## config.mk

```make
export PLATFORM = sky130hd
export DESIGN_NAME = uart_tx_parity_fifo
export DESIGN_NICKNAME = d
export VERILOG_FILES = /design/src/rtl/uart_pkg.sv /design/src/rtl/uart_tx_fifo.sv /design/src/rtl/uart_tx_parity_fifo.sv
export SDC_FILE = /design/constraint.sdc
export NUM_CORES = 1
export LEC_CHECK = 0
export CORE_MARGIN = 2
export CORE_UTILIZATION = 60
export DETAILED_ROUTE_END_ITERATION = 10
export PLACE_DENSITY = 0.78
export SETUP_SLACK_MARGIN = 0.2
export SLEW_MARGIN = 40
export SYNTH_ARGS = -nofsm -noshare
export SYNTH_HDL_FRONTEND = slang
export SYNTH_SLANG_ARGS = --single-unit
export TNS_END_PERCENT = 10
```

## constraint.sdc

```tcl
create_clock -name CLK -period 10.6 [get_ports CLK]
set_input_delay 2.12 -clock CLK [delete_from_list [all_inputs] [get_ports CLK]]
set_output_delay 2.12 -clock CLK [all_outputs]
set_load 0.005 [all_outputs]
```

## src/rtl/uart_pkg.sv

```systemverilog
// uart_pkg: parity modes and transmit FSM encoding
// shared by the UART transmitter files.
package uart_pkg;

  localparam int PAR_NONE = 0;
  localparam int PAR_ODD  = 1;
  localparam int PAR_EVEN = 2;

  typedef enum logic [2:0] {
    S_IDLE,
    S_START,
    S_DATA,
    S_PARITY,
    S_STOP
  } state_e;

endpackage

```

## src/rtl/uart_tx_fifo.sv

```systemverilog
// uart_tx_fifo: single-clock transmit FIFO with
// occupancy count; head word is read combinationally.
module uart_tx_fifo #(
  parameter int DW    = 8,
  parameter int DEPTH = 16
) (
  input  logic                     clk_i,
  input  logic                     rst_ni,
  input  logic                     push_i,
  input  logic                     pop_i,
  input  logic [DW-1:0]            wdata_i,
  output logic [DW-1:0]            rdata_o,
  output logic                     full_o,
  output logic                     empty_o,
  output logic [$clog2(DEPTH):0]   level_o
);

  localparam int AW = $clog2(DEPTH);

  logic [DW-1:0] mem_q [DEPTH];
  logic [AW-1:0] wr_q;
  logic [AW-1:0] rd_q;
  logic [AW:0]   lvl_q;
  logic          do_push;
  logic          do_pop;

  assign full_o  = (lvl_q == (AW+1)'(DEPTH));
  assign empty_o = (lvl_q == '0);
  assign do_push = push_i && !full_o;
  assign do_pop  = pop_i && !empty_o;
  assign rdata_o = mem_q[rd_q];
  assign level_o = lvl_q;

  always_ff @(posedge clk_i) begin
    if (do_push) mem_q[wr_q] <= wdata_i;
  end

  // pointers wrap naturally: DEPTH is a power of two
  always_ff @(posedge clk_i or negedge rst_ni) begin
    if (!rst_ni) begin
      wr_q  <= '0;
      rd_q  <= '0;
      lvl_q <= '0;
    end else begin
      if (do_push) wr_q <= wr_q + 1'b1;
      if (do_pop)  rd_q <= rd_q + 1'b1;
      unique case (1'b1)
        do_push && !do_pop: lvl_q <= lvl_q + 1'b1;
        do_pop && !do_push: lvl_q <= lvl_q - 1'b1;
        default: ;
      endcase
    end
  end

endmodule

```

## src/rtl/uart_tx_parity_fifo.sv

```systemverilog
// uart_tx_parity_fifo: FIFO-buffered UART transmitter with
// optional parity, 1/2 stop bits and CTS_n flow control.
module uart_tx_parity_fifo
  import uart_pkg::*;
#(
  parameter int FREQ       = 50_000_000,
  parameter int BAUDRATE   = 115200,
  parameter int DATA_BITS  = 8,
  parameter int PARITY     = 0,
  parameter int STOP_BITS  = 1,
  parameter int FIFO_DEPTH = 16
) (
  input  logic                          CLK,
  input  logic                          RESET_n,
  input  logic                          TX_REQ,
  input  logic [DATA_BITS-1:0]          DATA_IN,
  input  logic                          CTS_n,
  output logic                          TX,
  output logic                          IDLE,
  output logic                          FULL,
  output logic [$clog2(FIFO_DEPTH):0]   LEVEL,
  output logic                          OVERFLOW
);

  localparam int T  = FREQ / BAUDRATE;
  localparam int CW = (T > 1) ? $clog2(T) : 1;
  localparam logic [CW-1:0] T_LAST  = CW'(T - 1);
  localparam logic [2:0]    DB_LAST = 3'(DATA_BITS - 1);
  localparam logic [2:0]    SB_LAST = 3'(STOP_BITS - 1);
  localparam logic          PAR_INV = (PARITY == PAR_ODD);
  localparam logic          HAS_PAR = (PARITY != PAR_NONE);

  state_e                 state_q;
  logic [CW-1:0]          cnt_q;
  logic [2:0]             bit_q;
  logic [DATA_BITS-1:0]   sh_q;
  logic                   par_q;
  logic                   tx_q;
  logic                   idle_q;
  logic                   ovf_q;

  logic                   f_empty;
  logic                   f_full;
  logic [DATA_BITS-1:0]   f_rdata;
  logic                   tick;
  logic                   can_go;
  logic                   pop;

  uart_tx_fifo #(
    .DW    (DATA_BITS),
    .DEPTH (FIFO_DEPTH)
  ) u_fifo (
    .clk_i   (CLK),
    .rst_ni  (RESET_n),
    .push_i  (TX_REQ),
    .pop_i   (pop),
    .wdata_i (DATA_IN),
    .rdata_o (f_rdata),
    .full_o  (f_full),
    .empty_o (f_empty),
    .level_o (LEVEL)
  );

  assign tick   = (cnt_q == T_LAST);
  assign can_go = !f_empty && !CTS_n;
  // a new frame may follow the last stop bit with no gap
  assign pop    = can_go &&
                  ((state_q == S_IDLE) ||
                   (state_q == S_STOP && tick && bit_q == SB_LAST));

  always_ff @(posedge CLK or negedge RESET_n) begin
    if (!RESET_n) begin
      state_q <= S_IDLE;
      cnt_q   <= '0;
      bit_q   <= '0;
      sh_q    <= '0;
      par_q   <= 1'b0;
      tx_q    <= 1'b1;
      idle_q  <= 1'b1;
      ovf_q   <= 1'b0;
    end else begin
      ovf_q  <= TX_REQ && f_full;
      idle_q <= f_empty && (state_q == S_IDLE);
      unique case (state_q)
        S_START:  tx_q <= 1'b0;
        S_DATA:   tx_q <= sh_q[0];
        S_PARITY: tx_q <= par_q;
        default:  tx_q <= 1'b1;
      endcase
      if (state_q == S_IDLE || tick) cnt_q <= '0;
      else                           cnt_q <= cnt_q + 1'b1;
      if (pop) begin
        state_q <= S_START;
        sh_q    <= f_rdata;
        par_q   <= (^f_rdata) ^ PAR_INV;
        bit_q   <= '0;
      end else if (tick) begin
        unique case (state_q)
          S_START: state_q <= S_DATA;
          S_DATA: begin
            sh_q <= sh_q >> 1;
            if (bit_q == DB_LAST) begin
              bit_q   <= '0;
              state_q <= HAS_PAR ? S_PARITY : S_STOP;
            end else begin
              bit_q <= bit_q + 1'b1;
            end
          end
          S_PARITY: state_q <= S_STOP;
          S_STOP: begin
            if (bit_q == SB_LAST) begin
              bit_q   <= '0;
              state_q <= S_IDLE;
            end else begin
              bit_q <= bit_q + 1'b1;
            end
          end
          default: ;
        endcase
      end
    end
  end

  assign TX       = tx_q;
  assign IDLE     = idle_q;
  assign OVERFLOW = ovf_q;
  assign FULL     = f_full;

endmodule

```

==> reports/results.txt, run 1 <==
The region available for standard cell placement spans 0.01152 sq mm. The first detailed-routing pass took 4 iterations. The detail route stage leaves a number of antenna-violating nets equal to 0. Row generation in the floorplan step produced 39 rows. Of the cells placed in the final design, the portion with a size suffix greater than 1 is 13.99%. Counting distinct cell types in the post-synthesis netlist gives 47.

TritonCTS built the clock tree. The tools report the clock tree root driver cell as sky130_fd_sc_hd__clkbuf_16. The run finished with clean final reports.

The areal power density over the cells works out to 203.1 mW/mm^2. The clock tree synthesis step divided the H-tree into 4 levels. The clock skew after layout was 16.11 ps.

The longest clock path from root to sink contains 2 buffers. The first global-routing pass estimated 21.82 mm of wire. The leakage power came out at 2.845 nW. After the first detailed-routing iteration, the DRC count stood at 278. At the pin with the least slew margin, the transition time is 871.1 ps. Together, buffers and inverters on the worst path number 2.

The largest stage delay on the critical path was 410 ps; the maximum frequency from static timing analysis was 0.2269 GHz. In the synthesized netlist the async set-or-reset flop fraction comes to 23.81%. Summed over all layers, the routed wires come to 13.62 mm.

In this run the worst hold path is classified as flip-flop to flip-flop. Of all nets on the critical path, the largest fanout is 29. The area enclosed by the die boundary is 0.01284 sq mm. The worst setup path is captured at a flip-flop. A synthesized cell averages 16.04 sq um.

The run gives 3860 as the total via count in the routed design. The floorplan die height was 113.3 um; the width of the die was 113.3 um. Overall power consumption after layout is estimated at 1.631 mW. Maximum vdd drop: 0.1638 mV. For this design the top-level I/O count stands at 21. The number of antenna violations at the first check in global routing came out at 0. The run gives 41 as the largest net degree at the start of global routing. The total CTS buffers came out at 17. The run gives 8.517 mm as the HPWL after detailed placement. The via count of the first global-routing pass is 3934. For the routability congestion estimate, the log shows 0.8435. The cell family contributing the most delay on the critical path is buffers and inverters. For this run, the total global-route usage over all layers was measured as 23.52%. The final-layout setup total negative slack was 0 ps; the fraction of the yosys area taken by sequential cells was 67.62%. During placement, the flow inserted port buffers numbering 20. The fraction of the core area covered by cells at the end of the flow is 69.75%. Max-cap violations in this run came to 0. The Yosys warning count was 0; the antenna diode instance count was 0.

The number of flip-flops and latches in the synthesized netlist was 168; the sequential standard cell area was 0.004850 sq mm. After global routing the overflow that remains totals 0. The final count of negative-setup-slack endpoints is 0, and the arrival time at the worst endpoint is 4730 ps. The logs give 62.24% for the initial cell density of the core and 0 for the hold buffer count at CTS.

The number of instances resized during post-cts repair came out at 0. Across all hold checks on the routed design, the worst slack comes to 502.0 ps. After clock tree synthesis, the clock-pin slew on the worst setup and hold paths is 70 ps. Average wire per standard cell: 21.89 um.

The share of the cycle needed by the critical path after routing was 41.58%. The signal on the critical path passes through clkdlybuf4s50_1 -> nor3_1 -> and4_1 -> buf_4 -> ha_1 -> xor2_1 -> ha_1 -> o21ai_0 -> a21oi_1 -> a21oi_1 -> xor2_1 -> nor2_1 -> xor2_1. For the worst setup path, the data required time is 10930 ps.

For the insertion delay to the later sink of the worst-skew pair, the log shows 440 ps. The tools report the number of nets in the synthesized netlist as 473. For the count of final hold-check violations, the log shows 0.

The DRC violations left is 0. The setup path with the least slack is of type primary input to flip-flop. The slowest stage of the critical path is the sky130_fd_sc_hd__clkdlybuf4s50_1 cell. After clock tree synthesis, the setup repair step added 0 buffers. The worst pin sits at a relative slew slack of 41.71%. The most used flip-flop cell after synthesis is sky130_fd_sc_hd__edfxtp_1.

The tools report the element type at the critical path start as a primary input. The area overhead of the layout relative to synthesis was 12.06%; the shortest clock period the worst path allows after layout was 4408 ps. Setup repair after global routing left no endpoint under its margin. Number of flops mapped to enable cells by yosys: 128. Cell seen most often among critical-path stages: sky130_fd_sc_hd__xor2_1. The tools report the number of slew-limit violations in the final report as 0. The clock drives 168 sinks. The net count of the finished layout is 492. Summing all multi-input logic gate instances after layout gives 0.002107 sq mm. The routed via count divided by cell count is 6.206, and the cell count after synthesis is 447. The count of fill cells added during filler insertion is 725.

For the mapped cell area, the log shows 0.007168 sq mm.
registers in the layout (all words and copies together) (netlist names):
register / cells
TX: 1
cnt_q: 9
OVERFLOW: 1
sh_q: 8
u_fifo.level_o: 5
bit_q: 3
IDLE: 1
u_fifo.mem_q: 128
state_q: 3
u_fifo.wr_q: 4
par_q: 1
u_fifo.rd_q: 4
routing by layer:
metal	GRT usage [%]	part of all wire [%]	vias up	wire length, um
met1	31.32	41	1960	5603
met2	37.84	51	135	6979
met3	5.142	5.6	25	763
met4	10.65	2.0	0	271
met5	0	0	-	0
li1	-	-	1740	-
layout make-up:
cell class	count	share of cell area, %
sequential	168	60.37
multi-input combinational	240	26.23
clock buffer	18	5.343
timing repair buffer	25	2.928
clock inverter	14	2.243
tap	143	2.227
inverter	14	0.6542
logic make-up (layout without fill, tap and decap cells):
logic type | count (synthesis) | after routing | share of synthesized area [%]
buffers and inverters | 39 | 71 | 3.159
XOR/XNOR | 28 | 28 | 3.421
flip-flops | 168 | 168 | 67.62
AND/OR/NAND/NOR | 108 | 108 | 6.843
AO/OA/AOI/OAI | 50 | 50 | 4.730
adder cells (fa/ha/maj) | 14 | 14 | 2.444
multiplexers | 40 | 40 | 11.78
path summary, 6_finish.rpt:
kind	start	to	slack, ps	cells past startpoint
max	CTS_n	u_fifo.level_o[4]$_DFFE_PN0P_	6190	13
min	cnt_q[0]$_DFF_PN0_	cnt_q[0]$_DFF_PN0_	500	1
max reg2reg	cnt_q[2]$_DFF_PN0_	u_fifo.level_o[4]$_DFFE_PN0P_	7030	15
min reg2reg	cnt_q[0]$_DFF_PN0_	cnt_q[0]$_DFF_PN0_	500	1
max in group asynchronous	RESET_n	u_fifo.rd_q[2]$_DFFE_PN0P_	8540	1
min in group asynchronous	RESET_n	cnt_q[4]$_DFF_PN0_	1660	1
synth_stat cells (all sizes together), types with 4 or more instances:
| master | instances | area share [%] |
|---|---|---|
| o21ai | 13 | 0.91 |
| mux4 | 32 | 11 |
| nand2 | 39 | 2.0 |
| a21oi | 9 | 0.63 |
| nor2 | 35 | 1.8 |
| ha | 14 | 2.4 |
| dfrtp | 38 | 13 |
| xnor2 | 19 | 2.3 |
| inv | 14 | 0.73 |
| nor3 | 7 | 0.49 |
| buf | 15 | 1.6 |
| a22oi | 16 | 1.7 |
| mux2i | 6 | 0.84 |
| edfxtp | 128 | 54 |
| clkbuf | 7 | 0.37 |
| nand2b | 4 | 0.35 |
| xor2 | 9 | 1.1 |
| nand3 | 4 | 0.28 |
layout by cell type (no fill, tap or decap), types with 9 or more instances in the layout:
cell type | netlist | final
sky130_fd_sc_hd__mux4_2 | 21 | 21
sky130_fd_sc_hd__nand2_1 | 39 | 39
sky130_fd_sc_hd__mux4_1 | 11 | 11
sky130_fd_sc_hd__nor2_1 | 35 | 32
sky130_fd_sc_hd__ha_1 | 14 | 14
sky130_fd_sc_hd__a22oi_1 | 16 | 16
sky130_fd_sc_hd__xor2_1 | 9 | 9
sky130_fd_sc_hd__dfrtp_1 | 38 | 36
sky130_fd_sc_hd__edfxtp_1 | 128 | 128
sky130_fd_sc_hd__xnor2_1 | 19 | 19
sky130_fd_sc_hd__a21oi_1 | 9 | 9
sky130_fd_sc_hd__inv_1 | 14 | 14
sky130_fd_sc_hd__clkbuf_16 | 0 | 17
sky130_fd_sc_hd__o21ai_0 | 13 | 13
sky130_fd_sc_hd__clkdlybuf4s50_1 | 0 | 19
stage by stage:
step	setup slack (ps)	std cells	cell area [sq um]
floorplan	6360	447	7168
global placement	5880	590	7408
detailed placement	5755	590	7416
CTS	6181	622	8025
global route	5971	622	8033
finish	6192	622	8033
report_power, final:
| part | leakage [nW] | internal, mW | total, mW | switching (mW) |
|---|---|---|---|---|
| Clock | 0.295 | 0.391 | 0.638 | 0.246 |
| Combinational | 0.946 | 0.0742 | 0.173 | 0.0988 |
| Sequential | 1.60 | 0.779 | 0.821 | 0.0417 |
Note: power is estimated with default switching activity, not from simulation.
==> inputs of run 2 (changes only) <==
==> constraint.sdc (replaced) <==
create_clock -name CLK -period 4.1 [get_ports CLK]
set_input_delay 0.82 -clock CLK [delete_from_list [all_inputs] [get_ports CLK]]
set_output_delay 0.82 -clock CLK [all_outputs]
set_load 0.005 [all_outputs]
==> reports/results.txt, run 2 (same netlist as run 1, synthesis figures left out) <==
The logs give 0 for the number of max-cap violations and 13.23 mm for the total routed wirelength. The largest stage delay on the critical path works out to 430 ps. Net switching is 25.61% of the power. The cell with the largest stage delay on the worst path was sky130_fd_sc_hd__dfrtp_1. Area enclosed by the die boundary: 0.01284 sq mm.

The clock slew at the register clock pins of the worst setup and hold paths was 70 ps. The largest registers in the layout are u_fifo.mem_q: 128 flops, cnt_q: 9 flops, sh_q: 8 flops. The signal on the critical path passes through nor4b_1 -> nand3_1 -> or2_1 -> o31ai_4 -> and4_1 -> ha_1 -> xor2_1 -> ha_1 -> o21ai_0 -> a21oi_1 -> a21oi_1 -> xor2_1 -> nor2_1 -> xor2_1. STA classifies the critical path endpoint as a flip-flop. After detailed placement, the design holds a cell count of 593. The logs give 625 for the final cell count without fillers and 5 for the number of iterations in the first detailed-routing pass. The library cells used most frequently in the layout, excluding fill and tap cells, are 128 x sky130_fd_sc_hd__edfxtp_1, 39 x sky130_fd_sc_hd__nand2_1, 37 x sky130_fd_sc_hd__dfrtp_1, 31 x sky130_fd_sc_hd__nor2_1, 21 x sky130_fd_sc_hd__mux4_2. The logs give 8.344 mm for the HPWL after detailed placement and 17 for the total CTS buffers. Across the routed clock network, the largest skew measured is 7.708 ps.

The floorplan step defined a core boundary enclosing 0.01152 sq mm. The die is 113.3 um wide. The area growth from synthesis to layout is 12.34%. The congestion estimate from routability-driven global placement came to 0.7877. The initial cell density of the core was 62.24%; the measured slew at the worst slew-check pin was 842.7 ps. The analysis attributes to cell leakage a power of 2.862 nW.

Counting both buffers and inverters, the worst setup path holds a total of 0. The family with the most delay on the worst path was simple AND/OR/NAND/NOR gates. For this run, design rule violations remaining after detail routing come to 0. The final-layout setup total negative slack was 0 ps; the minimum setup slack among reg-to-reg paths was 770 ps. The root buffer cell chosen for the clock tree is sky130_fd_sc_hd__clkbuf_16.

For this design, the CTS-stage hold fixing added 0 buffers. Data arrives at the worst endpoint at 3650 ps. Of the cells placed in the final design, the portion with a size suffix greater than 1 is 14.94%. The number of slew-limit violations in the final report was 0; the relative slew slack was 43.61%.

The number of antenna diodes in the final layout is 0. Summing internal, switching and leakage power gives 4.209 mW. TritonCTS built the clock tree. The library cell used most frequently in the layout, excluding fill and tap cells, is sky130_fd_sc_hd__edfxtp_1. The fraction of power consumed by combinational cells was 10.9%; the share of the cycle needed by the critical path after routing was 81.17%. Buffers added to address setup during post-CTS repair amount to 0.

The min-delay analysis places its worst path in the category primary input to async pin. The largest net degree at the start of global routing came out at 41. By instance count, the cell type seen most on the critical path is sky130_fd_sc_hd__xor2_1. Of all nets on the critical path, the largest fanout is 10.

The tools report the origin of the critical flop-to-flop path as cnt_q[3]$_DFF_PN0_. The global-route congestion overflow total was 0. The wire length of the first global-routing pass was 20.86 mm.

The register with the most flip-flops in the layout has 128 of them. The via count of the first global-routing pass is 3833. The die is 113.3 um tall.

For this run, the post-layout net count is 495. The flow ran to the end, and the final reports show no timing, DRC or antenna violations. No sink is reached through more buffers than the 2 on the longest clock path.

The areal power density over the cells was 522.7 mW/mm^2. Across the VDD grid, the largest voltage drop is 0.4845 mV. The routed via count divided by cell count was 6.117; the DRC violation total after the first TritonRoute iteration was 367. Once detail routing completed, the nets flagged for antenna violations numbered 0.

For the clock share of power, the log shows 38.9%. The tools report the endpoint of the worst register-to-register path as u_fifo.level_o[4]$_DFFE_PN0P_. The maximum frequency from static timing analysis is 0.3005 GHz, and the insertion delay to the later sink of the worst-skew pair is 430 ps. The number of antenna violations at the first check in global routing was 0. The worst setup path is of the flip-flop to flip-flop kind. Summed over all nets, the switching power comes to 1.078 mW.

The number of gates resized after CTS was 0. The count of standard-cell rows is 39, and the total via count in the routed design is 3823. 21 I/O pins were placed.

The combined global-route utilization of all metal layers is 22.68%. Cell internal power was estimated by the tool at 3.131 mW. Buffers placed on the I/O ports in this run total 20. After detailed routing, the average wire length per cell comes to 21.16 um. STA puts the critical path data required time at 4420 ps.

Setup repair after global routing left no endpoint under its margin. STA classifies the critical path startpoint as a flip-flop. Counting flops per register, the top entry is u_fifo.mem_q. The count of final hold-check violations was 0; the shortest clock period the worst path allows after layout was 3328 ps.

The H-tree was split into 4 levels. Registers are responsible for 50.2% of the overall power. The number of cells on the worst reg-to-reg path is 14. The final count of negative-setup-slack endpoints came out at 0. TritonCTS sink count: 168.
[run 2: stage by stage]
| step | utilization, % | cell area [sq um] | worst slack [ps] | hold WS [ps] |
|---|---|---|---|---|
| floorplan | - | 7168 | 766.6 | 452.0 |
| global placement | 64.52 | 7430 | 852.4 | 476.8 |
| detailed placement | 64.54 | 7432 | 747.2 | 493.1 |
| CTS | 69.84 | 8043 | 773.1 | 371.6 |
| global route | 69.93 | 8053 | 532.2 | 402.6 |
| finish | 69.93 | 8053 | 772.1 | 354.8 |
[run 2: cell type report]
cell class	count	area [sq um]
well taps	143	178.9
multi-input cells	240	2105
repair buffers	28	257.7
fillers	729	3463
clock inverters	15	185.2
flip-flops and latches	168	4848
inverters	14	52.55
clock buffers	17	425.4
[run 2: worst max-delay path by stage]
stage	cells past startpoint	from	slack [ps]	endpoint
finish	14	cnt_q[3]$_DFF_PN0_	770	u_fifo.level_o[4]$_DFFE_PN0P_
global route	14	cnt_q[3]$_DFF_PN0_	530	u_fifo.level_o[4]$_DFFE_PN0P_
CTS	14	cnt_q[3]$_DFF_PN0_	770	u_fifo.level_o[4]$_DFFE_PN0P_
detailed placement	12	TX_REQ	750	u_fifo.level_o[4]$_DFFE_PN0P_
global placement	12	TX_REQ	850	u_fifo.level_o[4]$_DFFE_PN0P_
floorplan	18	cnt_q[3]$_DFF_PN0_	770	u_fifo.level_o[4]$_DFFE_PN0P_
[run 2: metal layers]
layer  global-route usage (%)  part of all wire (%)  up-vias
li1                         -                     -     1745
met1                    29.97                    42     1944
met2                    36.53                    51      106
met3                    6.320                   5.8       28
met4                    8.618                   2.0        0
met5                        0                     0        -
[run 2: worst reg2reg max path: cells and delay by family (launching register included)]
| kind | cells | cell delay, ps |
|---|---|---|
| XOR/XNOR | 3 | 420 |
| flip-flops | 1 | 430 |
| AND/OR/NAND/NOR | 5 | 1150 |
| AO/OA/AOI/OAI | 4 | 610 |
| adder cells (fa/ha/maj) | 2 | 620 |
[run 2: power by group through the flow]
stage	logic, mW	clock network, mW	registers (mW)
finish	0.458	1.64	2.11
CTS	0.457	1.65	2.11
detailed placement	0.454	0	2.15
floorplan	0.286	0	2.10
global route	0.508	1.72	2.13
global placement	0.432	0	2.13
